[config.mk]
export PLATFORM = sky130hd
export DESIGN_NAME = seven_seg_reader_flat
export DESIGN_NICKNAME = d
export VERILOG_FILES = /design/src/rtl/seven_seg_pkg.sv /design/src/rtl/seven_seg_reader_if.sv /design/src/rtl/sync_2ff.sv /design/src/rtl/seven_seg_reader.sv /design/src/flat_wrapper.sv
export SDC_FILE = /design/constraint.sdc
export NUM_CORES = 1
export LEC_CHECK = 0
export ABC_AREA = 1
export BUFFER_PORTS_ARGS = -buffer_cell sky130_fd_sc_hd__buf_2
export CAP_MARGIN = 10
export CORE_UTILIZATION = 58
export DETAILED_ROUTE_END_ITERATION = 6
export GPL_ROUTABILITY_DRIVEN = 1
export PLACE_DENSITY = 0.78
export SYNTH_ARGS = -nofsm -noshare
export SYNTH_HDL_FRONTEND = slang
export SYNTH_SLANG_ARGS = --single-unit
[constraint.sdc]
create_clock -name clk -period 1.9 [get_ports clk]
set_input_delay 0.38 -clock clk [delete_from_list [all_inputs] [get_ports clk]]
set_output_delay 0.38 -clock clk [all_outputs]
set_load 0.03 [all_outputs]
[src/rtl/seven_seg_pkg.sv]
// Shared 7-segment definitions: segment patterns in {a,b,c,d,e,f,g} order (active-low),
// reader FSM states and the pattern-to-value decode used by the receive path.
package seven_seg_pkg;

  localparam logic [6:0] SEG_0     = 7'b0000001;
  localparam logic [6:0] SEG_1     = 7'b1001111;
  localparam logic [6:0] SEG_2     = 7'b0010010;
  localparam logic [6:0] SEG_3     = 7'b0000110;
  localparam logic [6:0] SEG_4     = 7'b1001100;
  localparam logic [6:0] SEG_5     = 7'b0100100;
  localparam logic [6:0] SEG_6     = 7'b0100000;
  localparam logic [6:0] SEG_7     = 7'b0001111;
  localparam logic [6:0] SEG_8     = 7'b0000000;
  localparam logic [6:0] SEG_9     = 7'b0000100;
  localparam logic [6:0] SEG_A     = 7'b0001000;
  localparam logic [6:0] SEG_B     = 7'b1100000;
  localparam logic [6:0] SEG_C     = 7'b0110001;
  localparam logic [6:0] SEG_D     = 7'b1000010;
  localparam logic [6:0] SEG_E     = 7'b0110000;
  localparam logic [6:0] SEG_F     = 7'b0111000;
  localparam logic [6:0] SEG_BLANK = 7'b1111111;

  localparam logic [4:0] VAL_BLANK = 5'b11111;

  typedef enum logic {WAIT_STABLE, EMIT} state_e;

  typedef struct packed {
    logic [3:0] hex;
    logic       blank;  // value must read as all-ones
    logic       err;
  } seg_dec_t;

  function automatic seg_dec_t decode_seg(input logic [6:0] pat);
    seg_dec_t r;
    r = '{hex: 4'h0, blank: 1'b0, err: 1'b0};
    case (pat)
      SEG_0:     r.hex = 4'h0;
      SEG_1:     r.hex = 4'h1;
      SEG_2:     r.hex = 4'h2;
      SEG_3:     r.hex = 4'h3;
      SEG_4:     r.hex = 4'h4;
      SEG_5:     r.hex = 4'h5;
      SEG_6:     r.hex = 4'h6;
      SEG_7:     r.hex = 4'h7;
      SEG_8:     r.hex = 4'h8;
      SEG_9:     r.hex = 4'h9;
      SEG_A:     r.hex = 4'hA;
      SEG_B:     r.hex = 4'hB;
      SEG_C:     r.hex = 4'hC;
      SEG_D:     r.hex = 4'hD;
      SEG_E:     r.hex = 4'hE;
      SEG_F:     r.hex = 4'hF;
      SEG_BLANK: r.blank = 1'b1;
      default: begin
        r.blank = 1'b1;
        r.err   = 1'b1;
      end
    endcase
    return r;
  endfunction

endpackage

[src/rtl/seven_seg_reader_if.sv]
// Valid/ready output stream of the 7-segment reader.
interface seven_seg_reader_if #(
  parameter int unsigned DATA_WIDTH = 4
);
  logic [DATA_WIDTH:0] value_out;
  logic                err;
  logic                valid_out;
  logic                ready_in;

  modport master (output value_out, output err, output valid_out, input ready_in);
  modport slave  (input value_out, input err, input valid_out, output ready_in);
endinterface

[src/rtl/sync_2ff.sv]
// Two-flop synchronizer for a bus of asynchronous inputs; resets to all-ones.
module sync_2ff #(
  parameter int unsigned Width = 7
) (
  input  logic             clk,
  input  logic             rst_n,
  input  logic [Width-1:0] d_i,
  output logic [Width-1:0] q_o
);
  logic [Width-1:0] s1_q, s2_q;

  always_ff @(posedge clk or negedge rst_n) begin
    if (!rst_n) begin
      s1_q <= '1;
      s2_q <= '1;
    end else begin
      s1_q <= d_i;
      s2_q <= s1_q;
    end
  end

  assign q_o = s2_q;
endmodule

[src/rtl/seven_seg_reader.sv]
// 7-segment receive path: synchronize, debounce, suppress repeats, decode and present the
// value on a valid/ready stream with a sticky overrun flag.
module seven_seg_reader
  import seven_seg_pkg::*;
#(
  parameter int unsigned DATA_WIDTH    = 4,
  parameter int unsigned STABLE_CYCLES = 8,
  parameter int unsigned CNT_W         = 4
) (
  input  logic clk,
  input  logic rst_n,
  input  logic a,
  input  logic b,
  input  logic c,
  input  logic d,
  input  logic e,
  input  logic f,
  input  logic g,
  input  logic clr_ovr,
  output logic overrun,
  seven_seg_reader_if.master out_if
);
  logic [6:0]       pat_s;
  logic [6:0]       pat_q, pat_d;
  logic [6:0]       last_q, last_d;
  logic [CNT_W-1:0] cnt_q, cnt_d;
  state_e           state_q, state_d;
  logic [DATA_WIDTH:0] value_q, value_d;
  logic             err_q, err_d;
  logic             valid_q, valid_d;
  logic             ovr_q, ovr_d;
  logic             accept, pop, ovr_set;
  seg_dec_t         dec;

  sync_2ff #(.Width(7)) u_sync (
    .clk   (clk),
    .rst_n (rst_n),
    .d_i   ({a, b, c, d, e, f, g}),
    .q_o   (pat_s)
  );

  always_ff @(posedge clk or negedge rst_n) begin
    if (!rst_n) begin
      pat_q   <= SEG_BLANK;
      last_q  <= SEG_BLANK;
      cnt_q   <= '0;
      state_q <= WAIT_STABLE;
      value_q <= '1;
      err_q   <= 1'b0;
      valid_q <= 1'b0;
      ovr_q   <= 1'b0;
    end else begin
      pat_q   <= pat_d;
      last_q  <= last_d;
      cnt_q   <= cnt_d;
      state_q <= state_d;
      value_q <= value_d;
      err_q   <= err_d;
      valid_q <= valid_d;
      ovr_q   <= ovr_d;
    end
  end

  always_comb begin
    pat_d = pat_q;
    cnt_d = cnt_q;
    if (pat_s != pat_q) begin
      pat_d = pat_s;
      cnt_d = '0;
    end else if (cnt_q != CNT_W'(STABLE_CYCLES)) begin
      cnt_d = cnt_q + 1'b1;
    end
    // Accept on the edge where the counter reaches STABLE_CYCLES-1 (STABLE_CYCLES matching samples).
    accept = (pat_s == pat_q) && (cnt_q == CNT_W'(STABLE_CYCLES - 2));
  end

  assign dec = decode_seg(pat_q);
  assign pop = valid_q && out_if.ready_in;

  always_comb begin
    state_d = state_q;
    last_d  = last_q;
    value_d = value_q;
    err_d   = err_q;
    valid_d = valid_q;
    ovr_set = 1'b0;
    if (pop) valid_d = 1'b0;
    case (state_q)
      WAIT_STABLE: begin
        if (accept && (pat_q != last_q)) state_d = EMIT;
      end
      EMIT: begin
        state_d = WAIT_STABLE;
        last_d  = pat_q;
        if (!valid_q || pop) begin
          value_d = dec.blank ? '1 : (DATA_WIDTH + 1)'(dec.hex);
          err_d   = dec.err;
          valid_d = 1'b1;
        end else begin
          ovr_set = 1'b1;
        end
      end
      default: state_d = WAIT_STABLE;
    endcase
    ovr_d = clr_ovr ? 1'b0 : (ovr_set | ovr_q);
  end

  assign out_if.value_out = value_q;
  assign out_if.err       = err_q;
  assign out_if.valid_out = valid_q;
  assign overrun          = ovr_q;
endmodule

[src/flat_wrapper.sv]
// flat-port wrapper written by rule: the top's interface ports become plain ports
module seven_seg_reader_flat import seven_seg_pkg::*;
#(
  parameter int unsigned DATA_WIDTH    = 4,
  parameter int unsigned STABLE_CYCLES = 8,
  parameter int unsigned CNT_W         = 4
)
  (clk, rst_n, a, b, c, d, e, f, g, clr_ovr, overrun, out_if_value_out, out_if_err, out_if_valid_out, out_if_ready_in);
  seven_seg_reader_if #(.DATA_WIDTH(DATA_WIDTH)) out_if_i ();
  input  logic clk;
  input  logic rst_n;
  input  logic a;
  input  logic b;
  input  logic c;
  input  logic d;
  input  logic e;
  input  logic f;
  input  logic g;
  input  logic clr_ovr;
  output logic overrun;
  output wire logic [$bits(out_if_i.value_out)-1:0] out_if_value_out;
  output wire logic [$bits(out_if_i.err)-1:0] out_if_err;
  output wire logic [$bits(out_if_i.valid_out)-1:0] out_if_valid_out;
  input wire logic [$bits(out_if_i.ready_in)-1:0] out_if_ready_in;
  assign out_if_value_out = out_if_i.value_out;
  assign out_if_err = out_if_i.err;
  assign out_if_valid_out = out_if_i.valid_out;
  assign out_if_i.ready_in = out_if_ready_in;
  seven_seg_reader #(.DATA_WIDTH(DATA_WIDTH), .STABLE_CYCLES(STABLE_CYCLES), .CNT_W(CNT_W)) u_core (.clk(clk), .rst_n(rst_n), .a(a), .b(b), .c(c), .d(d), .e(e), .f(f), .g(g), .clr_ovr(clr_ovr), .overrun(overrun), .out_if(out_if_i));
endmodule
======== Yosys cells after proc, flatten, opt, wreduce, memory -nomap -nowiden ========
Index checks and enable logic that the tools add are counted.
Widths: inputs -> output; s select.
word-level totals
  flip-flop bits (word level) ............. 41
  input bits .............................. 11
  output and inout port bits .............. 8
  logic and storage cells ................. 57
cells by class
  multiplexer cells ....................... 13
  bitwise gates (word level) .............. 2
  add/sub/neg operators ................... 1
  eq/ne operators ......................... 21
  reductions and logical operators ........ 10
operators by type and width
  operator             count
  $pmux 4 s15          1
  $eq 7x6->1 const B   5
  $eq 7x7->1 const B   5
  $reduce_or 17->1     1
  $reduce_or 16->1     1
  $eq 7x3->1 const B   2
  $eq 7x4->1 const B   2
  $ne 7x7->1           2
  $mux 1               8
  $mux 4               2
  $eq 7x1->1 const B   1
  $eq 7x5->1 const B   1
  $eq 7x7->1           1
  $logic_not 7->1      1
  $mux 5               1
  $add 4x1->4 const B  1
  $eq 4x3->1 const B   1
  $ne 4x4->1 const B   1
  $logic_and 1x1->1    3
  $pmux 1 s2           1
  $reduce_and 2->1     1
  $reduce_bool 2->1    1
  $logic_not 1->1      1
  $logic_or 1x1->1     1
  2 further kinds      2

======== Logic depth before layout (Yosys ltp) ========
  word-level depth ........................ 6
  gate-level depth with buffers ........... 11

======== Cells and area by module ========
Synthesis repeated with hierarchy kept, for this count alone.
unflattened totals
  cell total of the unflattened synthesis .. 228
  area total of the unflattened synthesis .. 2023.2 um2
modules (own cells, without submodules)
  module            sequential area each (um2)  area each (um2)  cells each  instances
  seven_seg_reader  699.4                       1655.3           214         1
  sync_2ff          367.9                       367.9            14          1

======== Worst setup path before layout ========
Ideal clock, no wire load.
  path kind ............................... register to register
  start point ............................. register u_core.pat_q[1]
  end point ............................... register u_core.value_q[0] (netlist: u_core.out_if.value_out[0])
  setup slack ............................. 0.547 ns
  library setup time ...................... 0.079 ns
  buffers on the path ..................... 1
  data required time ...................... 1.821 ns
  arrival time ............................ 1.274 ns
  clock period less this slack ............ 1.353 ns
  cell stages (with the launch flop) ...... 11
  cells stage by stage .................... dfstp_2 buf_2 nand2_1 nor2_2 nand2_2 nand2_2 inv_2 nand2_2 nor2_2 nand3_2 nand2_1
between the ends
  cells in the longest elaborated chain, start to end .. 3
ends and longest elaborated chain
  what                                             line                    text
  start, declared                                  seven_seg_reader.sv:24  logic [6:0] pat_q, pat_d;
  start signal, assigned                           seven_seg_reader.sv:53  pat_q <= pat_d;
  $eq 7x6->1, or another cell as far along         seven_seg_pkg.sv:36     case (pat)
  $pmux 4 s15 or $reduce_or 16->1 (tied branches)  --
  $mux 5 (*)                                       seven_seg_reader.sv:96  value_d = dec.blank ? '1 : (DATA_WIDTH + 1)'(dec.hex);
  end signal, assigned                             seven_seg_reader.sv:57  value_q <= value_d;
  end, declared                                    seven_seg_reader.sv:28  logic [DATA_WIDTH:0] value_q, value_d;
Mark *: on every way between the ends. The rest lies on a longest branch, timed or not.
A chain may end at the register's enable or synchronous reset.

======== Final worst setup path ========
Same ends and word-level chain as after synthesis.

==> flow_metrics.py <==
metrics = {
    "run": {
        "cap_violations": 0,
    },
    "logic_synthesis": {
        "yosysMostFrequentCell": "nand2_1",
        "syn-num-nets": 240,
        "synth_area_per_cell_um2": 8.99,
        "ys_top_cells_by_count": "nand2_1 (41), dfstp_2 (33), nor2_1 (26), nand2_2 (16), nand3_1 (13)",
        "synth_top_area_cell": "dfstp_2",
        "synth.cell_area_um2": 2030,
        "async_reset_ff_frac": 1.00,
        "synth-seq-area-share": 0.526,
        "postSynthCellCount": 226,
        "synth_edf_count": 0,
        "yosys-top-cells-area": "dfstp_2 (43%), dfrtp_1 (9.9%), nand2_1 (7.6%)",
        "dominantRegCellSynth": "dfstp_2",
        "yosysWarnings": 0,
        "yosys.cell_types.count": 27,
        "synth_seq_cells": 41,
        "synth_top_area_frac": 0.427,
    },
    "setup_path": {
        "startpoint_type": "flop",
        "cp_max_fo": 7,
        "crit_type": "flop to flop",
        "crit_arrival_ns": 1.77,
        "reg2reg_from": "u_core.pat_q[1]",
        "r2r-end": "u_core.out_if.value_out[0]",
        "rrSetupSlack_ns": 0.41,
        "required_ns": 2.19,
        "endpoint_kind": "flop",
        "rr_worst_depth": 9,
    },
    "finish": {
        "finalInstanceArea_um2": 2200,
        "register_area_um2": 1070,
        "fillers": 282,
        "multi_input_area_um2": 825,
        "nets": 253,
        "n_antenna_cell": 0,
        "drive_gt1_frac": 0.413,
        "syn_to_final_growth_pct": 8.19,
    },
    "clocking": {
        "h-tree-depth": 2,
        "tritoncts": "yes",
        "cts_buffer_depth": 2,
        "cts.sinks": 41,
        "cts_buffers": 5,
        "postCtsHoldBufs": 0,
        "clk_latency_ns": 0.36,
        "post-cts-setup-buffers": 0,
        "cts-root-buf": "clkbuf_4",
        "clk_pin_slew_worst_paths_ns": 0.13,
        "cts_resized": 0,
    },
    "global_routing": {
        "antenna_found_initial": 0,
        "grtUsageTotal": 0.222,
        "grt_max_degree": 42,
        "grt_pass1_vias": 1414,
        "gr-total-overflow": 0,
        "grt_pass1_wl_mm": 5.85,
    },
    "die": {
        "core_area_um2": 3340,
        "pin_count": 19,
        "die-area_um2": 3740,
        "die_y_um": 61.2,
        "row_count": 21,
        "initial_core_util": 0.609,
        "die_x_um": 61.2,
    },
    "place": {
        "dpl_cell_area_um2": 2120,
        "io_buffers": 18,
        "place_ws_ns": 0.374,
        "post-dp-hpwl_mm": 2.49,
        "gp_congestion": 0.878,
    },
    "sta": {
        "hold_viol_final": 0,
        "final-max-slew-violation-count": 0,
        "fin_skew_ns": 0.0125,
        "grt_setup_unrepaired": "false",
        "worst_pin_slew_ns": 0.474,
        "tns_ns": 0,
        "relSlewSlack": 0.684,
        "fmax_ghz": 0.673,
        "setup_ws_ns": 0.415,
        "fin_crit_ns": 1.49,
        "fin_crit_sh": 0.782,
        "finalSetupViolCount": 0,
    },
    "power_and_ir_drop": {
        "leakagePower_uw": 0.00104,
        "max-vdd-ir-drop_mv": 0.671,
        "pwr_density_cell_nw_per_um2": 709,
    },
    "drt": {
        "vias_per_cell": 4.98,
        "vias": 1424,
        "drt_pass1_iterations": 4,
        "ant_nets": 0,
        "route.detailed.drc": 0,
        "drt-total-wl_mm": 3.24,
        "drtIter0Drc": 93,
        "wire_per_inst_um": 11.3,
    },
    "run_status": {
        "status": "finished clean",
    },
    "min_path": {
        "hold_path_class": "input port to asynchronous set/reset pin",
    },
}
==> where the power goes <==
| group | internal, uW | leakage, uW | switching, uW |
|---|---|---|---|
| logic | 37.6 | 0.000537 | 63.7 |
| clock network | 227 | 0.0000438 | 289 |
| registers | 916 | 0.000457 | 24.4 |
==> per-layer routing <==
layer | share of wire | track usage
met1 | 0.48 | 0.282
met2 | 0.46 | 0.360
met3 | 0.036 | 0.0420
met4 | 0.023 | 0.117
met5 | 0 | 0
==> state kept, by name, summed over array words and instances, names as in the netlist <==
name	cells
u_core.out_if.err	1
u_core.u_sync.s1_q	7
u_core.out_if.value_out	5
u_core.last_q	7
u_core.state_q	1
u_core.pat_q	7
u_core.out_if.valid_out	1
u_core.u_sync.q_o	7
u_core.overrun	1
u_core.cnt_q	4
==> cells by family after synthesis <==
| family | synth area share |
|---|---|
| compound gates | 0.0419 |
| xor+xnor | 0.0647 |
| fa+ha+maj | 0.0185 |
| buf+inv | 0.0684 |
| flops | 0.526 |
| simple gates | 0.281 |
==> critical path: stages (launching register included) <==
cell and delay (ns):
dfstp_2 0.65, nand2_1 0.11, nor2_2 0.17, nand2_2 0.09
nand2_2 0.10, inv_2 0.05, nand2_2 0.06, nor2_2 0.04
nand3_2 0.09, nand2_1 0.07
==> worst max path at each step <==
stage                                from                         end  slack (ns)
after global placement    u_core.pat_q[2]  u_core.out_if.value_out[0]        0.46
final                     u_core.pat_q[1]  u_core.out_if.value_out[0]        0.41
after detailed placement  u_core.pat_q[6]             u_core.cnt_q[3]        0.37
after global routing      u_core.pat_q[5]           u_core.out_if.err        0.23
after floorplan           u_core.pat_q[1]  u_core.out_if.value_out[0]        0.55
after CTS                 u_core.pat_q[6]             u_core.cnt_q[3]        0.36
==> layout make-up <==
class,instances,share of cell area
flip-flops and latches,41,0.486
multi-input cells,153,0.375
well taps,46,0.0262
repair buffers,19,0.0444
clock inverters,2,0.00626
clock buffers,6,0.0285
inverters,19,0.0336
==> per-stage QoR <==
| stage | utilization | std cells | total power, uW | hold slack (ns) |
|---|---|---|---|---|
| after floorplan | - | 226 | 1020 | 0.0844 |
| after global placement | 0.636 | 278 | 1060 | 0.346 |
| after detailed placement | 0.636 | 278 | 1060 | 0.347 |
| after CTS | 0.658 | 286 | 1580 | 0.0602 |
| after global routing | 0.658 | 286 | 1630 | 0.0762 |
| final | 0.658 | 286 | 1560 | 0.0466 |
==> placed cells by master (no fill, tap or decap), drive strengths merged <==
| master | count |
|---|---|
| nor3 | 3 |
| inv | 20 |
| dfrtp | 8 |
| a21oi | 6 |
| buf | 19 |
| clkbuf | 6 |
| or2 | 3 |
| nand3b | 1 |
| dfstp | 33 |
| nand2 | 59 |
| nor2 | 35 |
| nand3 | 14 |
| ha | 3 |
| nand4 | 3 |
| xor2 | 6 |
| o21ai | 11 |
| xnor2 | 9 |
| clkinv | 1 |
(Power assumes the default switching activity.)
